## src/rtl/rf_writeback.sv

```systemverilog
// rf_writeback -- write-side front end of the integer register file.
//
// Arbitrates ALU and LSU results onto the single register-file write port and
// keeps a per-register pending-write scoreboard so decode can stall on
// operands whose producing write has not reached the register file yet.
//
// Ports
//   clk, rst                  clock, asynchronous active-low reset
//   alu_valid/ready/rd/data   ALU result handshake
//   lsu_valid/ready/rd/data   LSU result handshake
//   issue_valid/rd, issue_ready  decode issue of a register-writing instr
//   chk_ra/chk_rb, busy_a/busy_b  scoreboard lookups for source operands
//   reg_w_EN/rw/rw_data       registered register-file write port
//   sb_err                    sticky scoreboard underflow/overflow flag

// One pending-write counter. Increment and decrement in the same cycle
// cancel. Errors are reported, not absorbed into the count.
module rf_sb_cnt (
    input  logic       clk,
    input  logic       rst,
    input  logic       inc_i,
    input  logic       dec_i,
    output logic [1:0] cnt_o,
    output logic       err_o
);
    logic [1:0] cnt_q, cnt_d;

    always_comb begin
        cnt_d = cnt_q;
        err_o = 1'b0;
        if (inc_i && !dec_i) begin
            if (cnt_q == 2'd3) err_o = 1'b1;
            else               cnt_d = cnt_q + 2'd1;
        end else if (dec_i && !inc_i) begin
            if (cnt_q == 2'd0) err_o = 1'b1;
            else               cnt_d = cnt_q - 2'd1;
        end
    end

    always_ff @(posedge clk or negedge rst) begin
        if (!rst) cnt_q <= 2'd0;
        else      cnt_q <= cnt_d;
    end

    assign cnt_o = cnt_q;
endmodule

module rf_writeback #(
    parameter int XLEN       = 32,
    parameter int STARVE_MAX = 3
) (
    input  logic            clk,
    input  logic            rst,
    input  logic            alu_valid,
    output logic            alu_ready,
    input  logic [4:0]      alu_rd,
    input  logic [XLEN-1:0] alu_data,
    input  logic            lsu_valid,
    output logic            lsu_ready,
    input  logic [4:0]      lsu_rd,
    input  logic [XLEN-1:0] lsu_data,
    input  logic            issue_valid,
    input  logic [4:0]      issue_rd,
    output logic            issue_ready,
    input  logic [4:0]      chk_ra,
    input  logic [4:0]      chk_rb,
    output logic            busy_a,
    output logic            busy_b,
    output logic            reg_w_EN,
    output logic [4:0]      rw,
    output logic [XLEN-1:0] rw_data,
    output logic            sb_err
);
    localparam int SW = (STARVE_MAX < 1) ? 1 : $clog2(STARVE_MAX + 1);
    localparam logic [SW-1:0] SMAX = SW'(STARVE_MAX);

    // ---------------- arbitration ----------------
    logic [SW-1:0] starve_q, starve_d;
    logic          alu_grant, lsu_grant;

    // Grants look only at valids and the starvation count, never at data.
    // rst gating keeps both readies low while reset is held.
    assign alu_grant = rst && alu_valid && (!lsu_valid || (starve_q == SMAX));
    assign lsu_grant = rst && lsu_valid && !alu_grant;
    assign alu_ready = alu_grant;
    assign lsu_ready = lsu_grant;

    always_comb begin
        starve_d = '0;
        if (alu_valid && !alu_grant)
            starve_d = (starve_q == SMAX) ? starve_q : starve_q + SW'(1);
    end

    always_ff @(posedge clk or negedge rst) begin
        if (!rst) starve_q <= '0;
        else      starve_q <= starve_d;
    end

    // ---------------- write port ----------------
    logic            wen_q, wen_d;
    logic [4:0]      rw_q, rw_d;
    logic [XLEN-1:0] data_q, data_d;

    // A beat to x0 is consumed but never reaches the register file; address
    // and data hold so the port does not toggle needlessly.
    always_comb begin
        wen_d  = 1'b0;
        rw_d   = rw_q;
        data_d = data_q;
        if (alu_grant) begin
            if (alu_rd != 5'd0) begin
                wen_d  = 1'b1;
                rw_d   = alu_rd;
                data_d = alu_data;
            end
        end else if (lsu_grant) begin
            if (lsu_rd != 5'd0) begin
                wen_d  = 1'b1;
                rw_d   = lsu_rd;
                data_d = lsu_data;
            end
        end
    end

    always_ff @(posedge clk or negedge rst) begin
        if (!rst) begin
            wen_q  <= 1'b0;
            rw_q   <= 5'd0;
            data_q <= '0;
        end else begin
            wen_q  <= wen_d;
            rw_q   <= rw_d;
            data_q <= data_d;
        end
    end

    assign reg_w_EN = wen_q;
    assign rw       = rw_q;
    assign rw_data  = data_q;

    // ---------------- scoreboard ----------------
    logic [31:0][1:0] cnt;
    logic [31:1]      err;
    logic             issue_fire;
    logic             err_q;

    assign cnt[0] = 2'd0;

    // The decrement keys off the registered write port, so the count drops
    // on the same edge the register file captures the data.
    genvar r;
    generate
        for (r = 1; r < 32; r++) begin : g_sb
            rf_sb_cnt u_cnt (
                .clk   (clk),
                .rst   (rst),
                .inc_i (issue_fire && (issue_rd == 5'(r))),
                .dec_i (wen_q && (rw_q == 5'(r))),
                .cnt_o (cnt[r]),
                .err_o (err[r])
            );
        end
    endgenerate

    assign issue_ready = (cnt[issue_rd] != 2'd3);
    assign issue_fire  = issue_valid && issue_ready && (issue_rd != 5'd0);
    assign busy_a      = (cnt[chk_ra] != 2'd0);
    assign busy_b      = (cnt[chk_rb] != 2'd0);

    always_ff @(posedge clk or negedge rst) begin
        if (!rst)      err_q <= 1'b0;
        else if (|err) err_q <= 1'b1;
    end

    assign sb_err = err_q;
endmodule

```

## config.mk

```make
export PLATFORM = sky130hd
export DESIGN_NAME = rf_writeback
export DESIGN_NICKNAME = d
export VERILOG_FILES = /design/src/rtl/rf_writeback.sv
export SDC_FILE = /design/constraint.sdc
export NUM_CORES = 1
export LEC_CHECK = 0
export CAP_MARGIN = 0
export CORE_UTILIZATION = 50
export CTS_BUF_LIST = sky130_fd_sc_hd__clkbuf_4 sky130_fd_sc_hd__clkbuf_8
export CTS_CLUSTER_DIAMETER = 200
export DETAILED_ROUTE_END_ITERATION = 16
export GPL_ROUTABILITY_DRIVEN = 1
export PLACE_DENSITY = 0.8
export SETUP_SLACK_MARGIN = 0.5
export SLEW_MARGIN = 10
export SYNTH_ARGS = -nofsm -noshare
export SYNTH_HDL_FRONTEND = slang
export SYNTH_SLANG_ARGS = --single-unit
```

## constraint.sdc

```tcl
create_clock -name clk -period 5.09 [get_ports clk]
set_input_delay 1.2725 -clock clk [delete_from_list [all_inputs] [get_ports clk]]
set_output_delay 1.2725 -clock clk [all_outputs]
set_load 0.05 [all_outputs]
```

==> key figures, run 1 <==
Synth
  • Number of flops mapped to enable cells by yosys: 0
  • Top cell type's share of synthesized area: 0.387
  • Synth Warn #: 0
  • Cell area after synthesis: 0.00666 mm2
  • Most frequent cells after synthesis: nand2_1, nor2_1, dfrtp_1
  • Sequential area share after synthesis: 0.387
  • Async S/R FF share, synth: 1.00
  • Main area contributors after synthesis: dfrtp_1, mux4_2, nand2_1
  • Cell count after synthesis: 798
  • Most area-hungry cell type in the Yosys netlist: dfrtp_1
  • Ys flop type: dfrtp_1
  • Post-Syn Nets: 893
  • Yosys reg bits: 103
  • Number of distinct library cells after synthesis: 51
  • Top-count cell post-synth: nand2_1
  • Synth Area per Inst: 8.34 um2

Die
  • Die Y-Extent: 117 um
  • DIE AREA: 0.0138 mm2
  • Die width: 117 um
  • IO Count: 138
  • Initial core utilization: 0.519
  • Row count: 41
  • Core area: 0.0128 mm2

STA
  • Max Clk Rate: 0.222 GHz
  • Max-slew violations: 0
  • Final hold vios: 0
  • Slew margin rel.: 0.418
  • Final setup violation count: 0
  • RSZ-0062 raised after global routing: no
  • Setup_tns: 0 ns
  • Hold slack: 0.524 ns
  • Clock skew: 0.00996 ns
  • Final period util: 0.886
  • Worst-margin pin slew: 0.873 ns
  • Fin crit period: 4.51 ns

Detailed routing
  • DRC viols: 0
  • First-pass DRT Iterations: 5
  • DR vias: 6761
  • Final WL: 21000 um
  • Avg WL per Cell: 19.2 um
  • Vias/cell: 6.18
  • Post-DRT Antenna Nets: 0
  • 1st-iter DRT viols: 812

Worst setup path
  • Worst setup EP type: primary output
  • Critical path class: in -> out
  • FF-to-FF Start: g_sb[30].u_cnt.cnt_o[0]
  • Crit Path Max Fanout: 7
  • Req. time, crit path: 3.82 ns
  • Setup crit start: chk_rb[1]
  • CP Launch Type: input pin
  • Reg2Reg Depth: 9
  • Reg2reg setup slack: 2.02 ns
  • CP Data Arrival Time: 3.24 ns
  • FF-to-FF End: sb_err

Clock network
  • Cts bufs inserted: 9
  • Clk_lat worst skew: 0.40 ns
  • Clk sinks: 103
  • Post-cts hold buffer count: 0
  • Deepest clock path buffer count: 2
  • H-tree Lvls: 3
  • CTS tree: yes
  • CTS root buffer: clkbuf_8
  • Clock transition at the registers of the reported paths: 0.10 ns

Final layout
  • Number of antenna diodes: 0
  • Area Growth Syn to Fin: 26.2%
  • Share of cells above drive strength 1: 0.0813
  • Fin nets: 1012
  • Final Cell Area: 0.00840 mm2

GRT
  • Vias in the first global route: 6460
  • Initial antenna violation count: 0
  • GRT Total Usage: 0.313
  • Grt ovf: 0
  • Global-route wire length before repair: 33700 um
  • Largest net degree at the start of global routing: 73

Worst hold path
  • Hold Crit Depth: 1
  • Hold Startpoint: g_sb[19].u_cnt.cnt_o[0]
  • HP Class: reg -> reg
  • WHS Endpoint: g_sb[19].u_cnt.cnt_o[0]

Power
  • P_leak: 0.00342 uW
  • VDD IR-drop max: 0.000205 V
  • PwrDens: 347 mW/mm2

Status
  • Outcome: finished, final reports clean

Place
  • Placer congestion estimate: 1.01
  • Hpwl dp: 15800 um
  • Area after DPL: 0.00819 mm2
  • PortBufs: 137

Flow run
  • Max Cap Viol: 0
==> worst max-delay path, stage by stage <==
cell,delay [ns]
clkdlybuf4s50_1,0.70
mux4_2,0.57
a211oi_1,0.24
a211oi_1,0.09
a21oi_2,0.19
buf_12,0.16
==> through the flow <==
| stage | worst slack [ns] | cells | power, uW | utilization |
|---|---|---|---|---|
| 2_1_floorplan | 0.578 | 798 | 1960 | - |
| 3_3_place_gp | 0.501 | 1077 | 2370 | 0.638 |
| 3_5_place_dp | 0.441 | 1077 | 2390 | 0.638 |
| 4_1_cts | 0.510 | 1093 | 2910 | 0.652 |
| 5_1_grt | 0.527 | 1094 | 3090 | 0.655 |
| 6_report | 0.578 | 1094 | 2920 | 0.655 |
==> layer usage <==
layer | part of all wire | GRT usage
met5 | 0 | 0
met4 | 0.039 | 0.131
met3 | 0.11 | 0.102
met2 | 0.47 | 0.503
met1 | 0.38 | 0.387
==> kinds of logic after synthesis <==
logic type	synth area share
and+or+nand+nor	0.237
adders and majority gates	0.00188
AOI/OAI and AO/OA	0.213
muxes	0.111
DFF	0.387
xor gates and xnor gates	0.00263
buffers and inverters	0.0474
==> registers in the layout (all words and copies together) (netlist names) <==
register and flops:
g_sb.u_cnt.cnt_o 62, rw_data 32, rw 5, starve_q 2
reg_w_EN 1, sb_err 1
==> area by class of cell <==
cell class,instances,area (um2)
Clock buffer,11,145
Clock inverter,5,40.0
Fill cell,1096,4420
Inverter,32,120
Multi-Input combinational cell,623,3780
Sequential cell,103,2580
Tap cell,172,215
Timing Repair Buffer,148,1530
==> timing repair <==
| action | in CTS | in global routing |
|---|---|---|
| setup buffers | 0 | 0 |
| gates resized for setup | 2 | 3 |
| cloned | 0 | 1 |
| pin swaps | 0 | 0 |
| endpoints found under the setup margin | 2 | 2 |
==> worst max-delay path by stage <==
| stage | to | slack, ns | depth (start not counted) |
|---|---|---|---|
| finish | busy_b | 0.58 | 6 |
| global route | busy_b | 0.53 | 6 |
| CTS | busy_b | 0.51 | 5 |
| detailed placement | busy_a | 0.44 | 5 |
| global placement | busy_b | 0.50 | 5 |
| floorplan | issue_ready | 0.58 | 9 |
==> cells in the final DEF (no fill, tap or decap), types with 15 or more instances in the layout <==
cell / synthesis / routed
nor2_1: 125 / 125
and4_1: 22 / 22
nand2_1: 136 / 135
clkdlybuf4s50_1: 0 / 128
a211oi_1: 15 / 15
mux4_2: 30 / 30
inv_1: 32 / 32
o21ai_0: 76 / 76
a21oi_1: 38 / 36
dfrtp_1: 103 / 103
a31oi_1: 63 / 63
==> report_power, final <==
part	switching (uW)	internal [uW]	total [uW]
sequential	256	1020	1280
combinational	656	465	1120
clock	313	201	514
No activity file was read; power rests on OpenSTA's default activity.
==> run 2, diff against run 1 <==
- GPL_TIMING_DRIVEN: not set -> 0
==> run 2 against run 1 <==
- critical path depth grew 4
- final cell count grew 2.0%
- sequential cell count is the same
- combinational power is essentially flat
- sequential power is essentially flat
- via count grew 0.64%
- first-iteration DRC count shrank 37%
- critical endpoint is now issue_ready
==> key figures, run 2 (synthesis results as in run 1) <==
Status
  • Outcome: finished, final reports clean

Final layout
  • Area Growth Syn to Fin: 26.3%
  • Post-route insts no fill: 1116 (+2.0%)
  • Share of cells above drive strength 1: 0.0858 (+0.00446)
  • Fillcell total: 1107 (+1.0%)
  • Number of antenna diodes: 0 (unchanged)
  • Fin nets: 1035 (+2.3%)
  • Most frequent cells in the layout: nand2_1, nor2_1, clkdlybuf4s50_1
  • Max FFs per register: 62 (unchanged)
  • Fin util: 0.656 (+0.000878)
  • Multi-input gate area: 0.00378 mm2 (about the same)
  • Commonest non-fill, non-tap cell in the layout: nand2_1
  • Storage element area: 0.00258 mm2 (unchanged)
  • Final Cell Area: 0.00841 mm2 (+0.13%)

Die
  • Core area: 0.0128 mm2 (unchanged)
  • Die width: 117 um (unchanged)
  • IO Count: 138 (unchanged)
  • DIE AREA: 0.0138 mm2 (unchanged)
  • Row count: 41 (unchanged)
  • Die Y-Extent: 117 um (unchanged)
  • Initial core utilization: 0.519 (unchanged)

Worst setup path
  • CP Data Arrival Time: 3.28 ns (+0.04 ns)
  • Req. time, crit path: 3.82 ns (about the same)
  • CP Launch Type: input pin
  • Worst setup EP type: primary output
  • Crit Path Max Fanout: 10 (+3)
  • Critical path class: in -> out

STA
  • Max Clk Rate: 0.220 GHz (-0.85%)
  • Final setup violation count: 0 (unchanged)
  • Worst-margin pin slew: 0.950 ns (+0.0773 ns)
  • Max-slew violations: 0 (unchanged)
  • Final hold vios: 0 (unchanged)
  • Slew margin rel.: 0.365 (-0.0529)
  • Final period util: 0.894 (+0.00763)
  • Fin crit period: 4.55 ns (+0.0388 ns)
  • Post-route worst setup slack: 0.540 ns (-0.0388 ns)
  • Clock skew: 0.0105 ns (+0.000532 ns)
  • RSZ-0062 raised after global routing: yes

Detailed routing
  • Vias/cell: 6.10 (-1.3%)
  • 1st-iter DRT viols: 514 (-37%)
  • Post-DRT Antenna Nets: 0 (unchanged)
  • Final WL: 21200 um (+1.1%)
  • First-pass DRT Iterations: 8 (+3)
  • Avg WL per Cell: 19.0 um (-0.87%)
  • DR vias: 6804 (+0.64%)
  • DRC viols: 0 (unchanged)

Clock network
  • CTS root buffer: clkbuf_8
  • Clk sinks: 103 (unchanged)
  • CTS tree: yes
  • Clk_lat worst skew: 0.40 ns (about the same)
  • Cts bufs inserted: 9 (unchanged)
  • H-tree Lvls: 3 (unchanged)
  • Clock transition at the registers of the reported paths: 0.10 ns (about the same)
  • Post-cts hold buffer count: 0 (unchanged)
  • Deepest clock path buffer count: 2 (unchanged)

Place
  • PortBufs: 129 (-5.8%)
  • Placer congestion estimate: 0.976 (-3.6%)
  • Setup WS pre-CTS: -0.681 ns (-1.12 ns)
  • Area after DPL: 0.00820 mm2 (+0.20%)
  • Hpwl dp: 16600 um (+4.6%)
  • Cells after DPL: 1100 (+2.1%)

GRT
  • Grt ovf: 0 (unchanged)
  • Vias in the first global route: 6593 (+2.1%)
  • Largest net degree at the start of global routing: 73 (unchanged)
  • GRT Total Usage: 0.326 (+0.0130)
  • Global-route wire length before repair: 34900 um (+3.5%)
  • Initial antenna violation count: 0 (unchanged)

Flow run
  • Max Cap Viol: 0 (unchanged)

Worst hold path
  • HP Class: reg -> reg

Power
  • PwrDens: 344 mW/mm2 (-0.88%)
  • VDD IR-drop max: 0.000191 V (-7.0%)
  • P_leak: 0.00341 uW (-0.21%)
-- run 2: cell types whose count changed in the layout (fill, tap and decap cells not counted), moves of 2 or more --
cell,before,now
buf_1,0,2
buf_12,5,1
buf_4,9,4
buf_6,1,4
clkbuf_1,0,23
clkbuf_2,0,4
clkbuf_4,1,3
clkdlybuf4s15_2,0,2
clkdlybuf4s50_1,128,121
-- run 2: timing repair --
action	4_1_cts	5_1_grt
buffers inserted	1	0
gates resized for setup	23	16
setup endpoints to repair	4	2
-- run 2: final cells by class --
class	count	area share
Sequential cell	103	0.306
Clock buffer	9	0.0147
Multi-Input combinational cell	623	0.449
Timing Repair Buffer	131	0.158
Buffer	40	0.0263
Clock inverter	6	0.00535
Tap cell	172	0.0256
Inverter	32	0.0143
-- run 2: metal layers --
metal / track usage / share of wire / up-vias
met5: 0 / 0 / -
met4: 0.157 / 0.044 / 0
li1: - / - / 3168
met1: 0.403 / 0.39 / 3202
met2: 0.519 / 0.46 / 372
met3: 0.100 / 0.10 / 62
-- run 2: power breakdown --
| part | internal (uW) | switching [uW] | leakage (uW) |
|---|---|---|---|
| clock | 179 | 308 | 0.0000834 |
| sequential | 1020 | 245 | 0.00113 |
| combinational | 467 | 671 | 0.00220 |
| total | 1670 | 1220 | 0.00341 |
-- run 2: path summary, 6_finish.rpt --
path	from	to	slack, ns	depth (start not counted)
max	issue_rd[1]	issue_ready	0.54	10
min	g_sb[5].u_cnt.cnt_o[0]	g_sb[5].u_cnt.cnt_o[0]	0.53	1
max reg2reg	g_sb[15].u_cnt.cnt_o[1]	sb_err	1.98	9
min reg2reg	g_sb[5].u_cnt.cnt_o[0]	g_sb[5].u_cnt.cnt_o[0]	0.53	1
max in group asynchronous	rst	g_sb[30].u_cnt.cnt_o[1]	3.67	2
min in group asynchronous	rst	g_sb[8].u_cnt.cnt_o[0]	0.74	1
-- run 2: per-stage QoR --
stage / setup TNS, ns / power, uW / hold WS (ns)
2_1_floorplan: 0 / 1960 / 0.474
5_1_grt: 0 / 3070 / 0.557
3_5_place_dp: -0.681 / 2390 / 0.513
3_3_place_gp: -226.42 / 2360 / 0.509
4_1_cts: 0 / 2890 / 0.530
6_report: 0 / 2890 / 0.528
-- run 2: critical path, cell delays in order --
cell and delay (ns):
clkbuf_4 0.20, buf_8 0.18, mux4_2 0.53, o22ai_1 0.20, nor3_1 0.09, nand2_2 0.08, buf_4 0.17, buf_4 0.18
mux2_2 0.19, buf_6 0.16
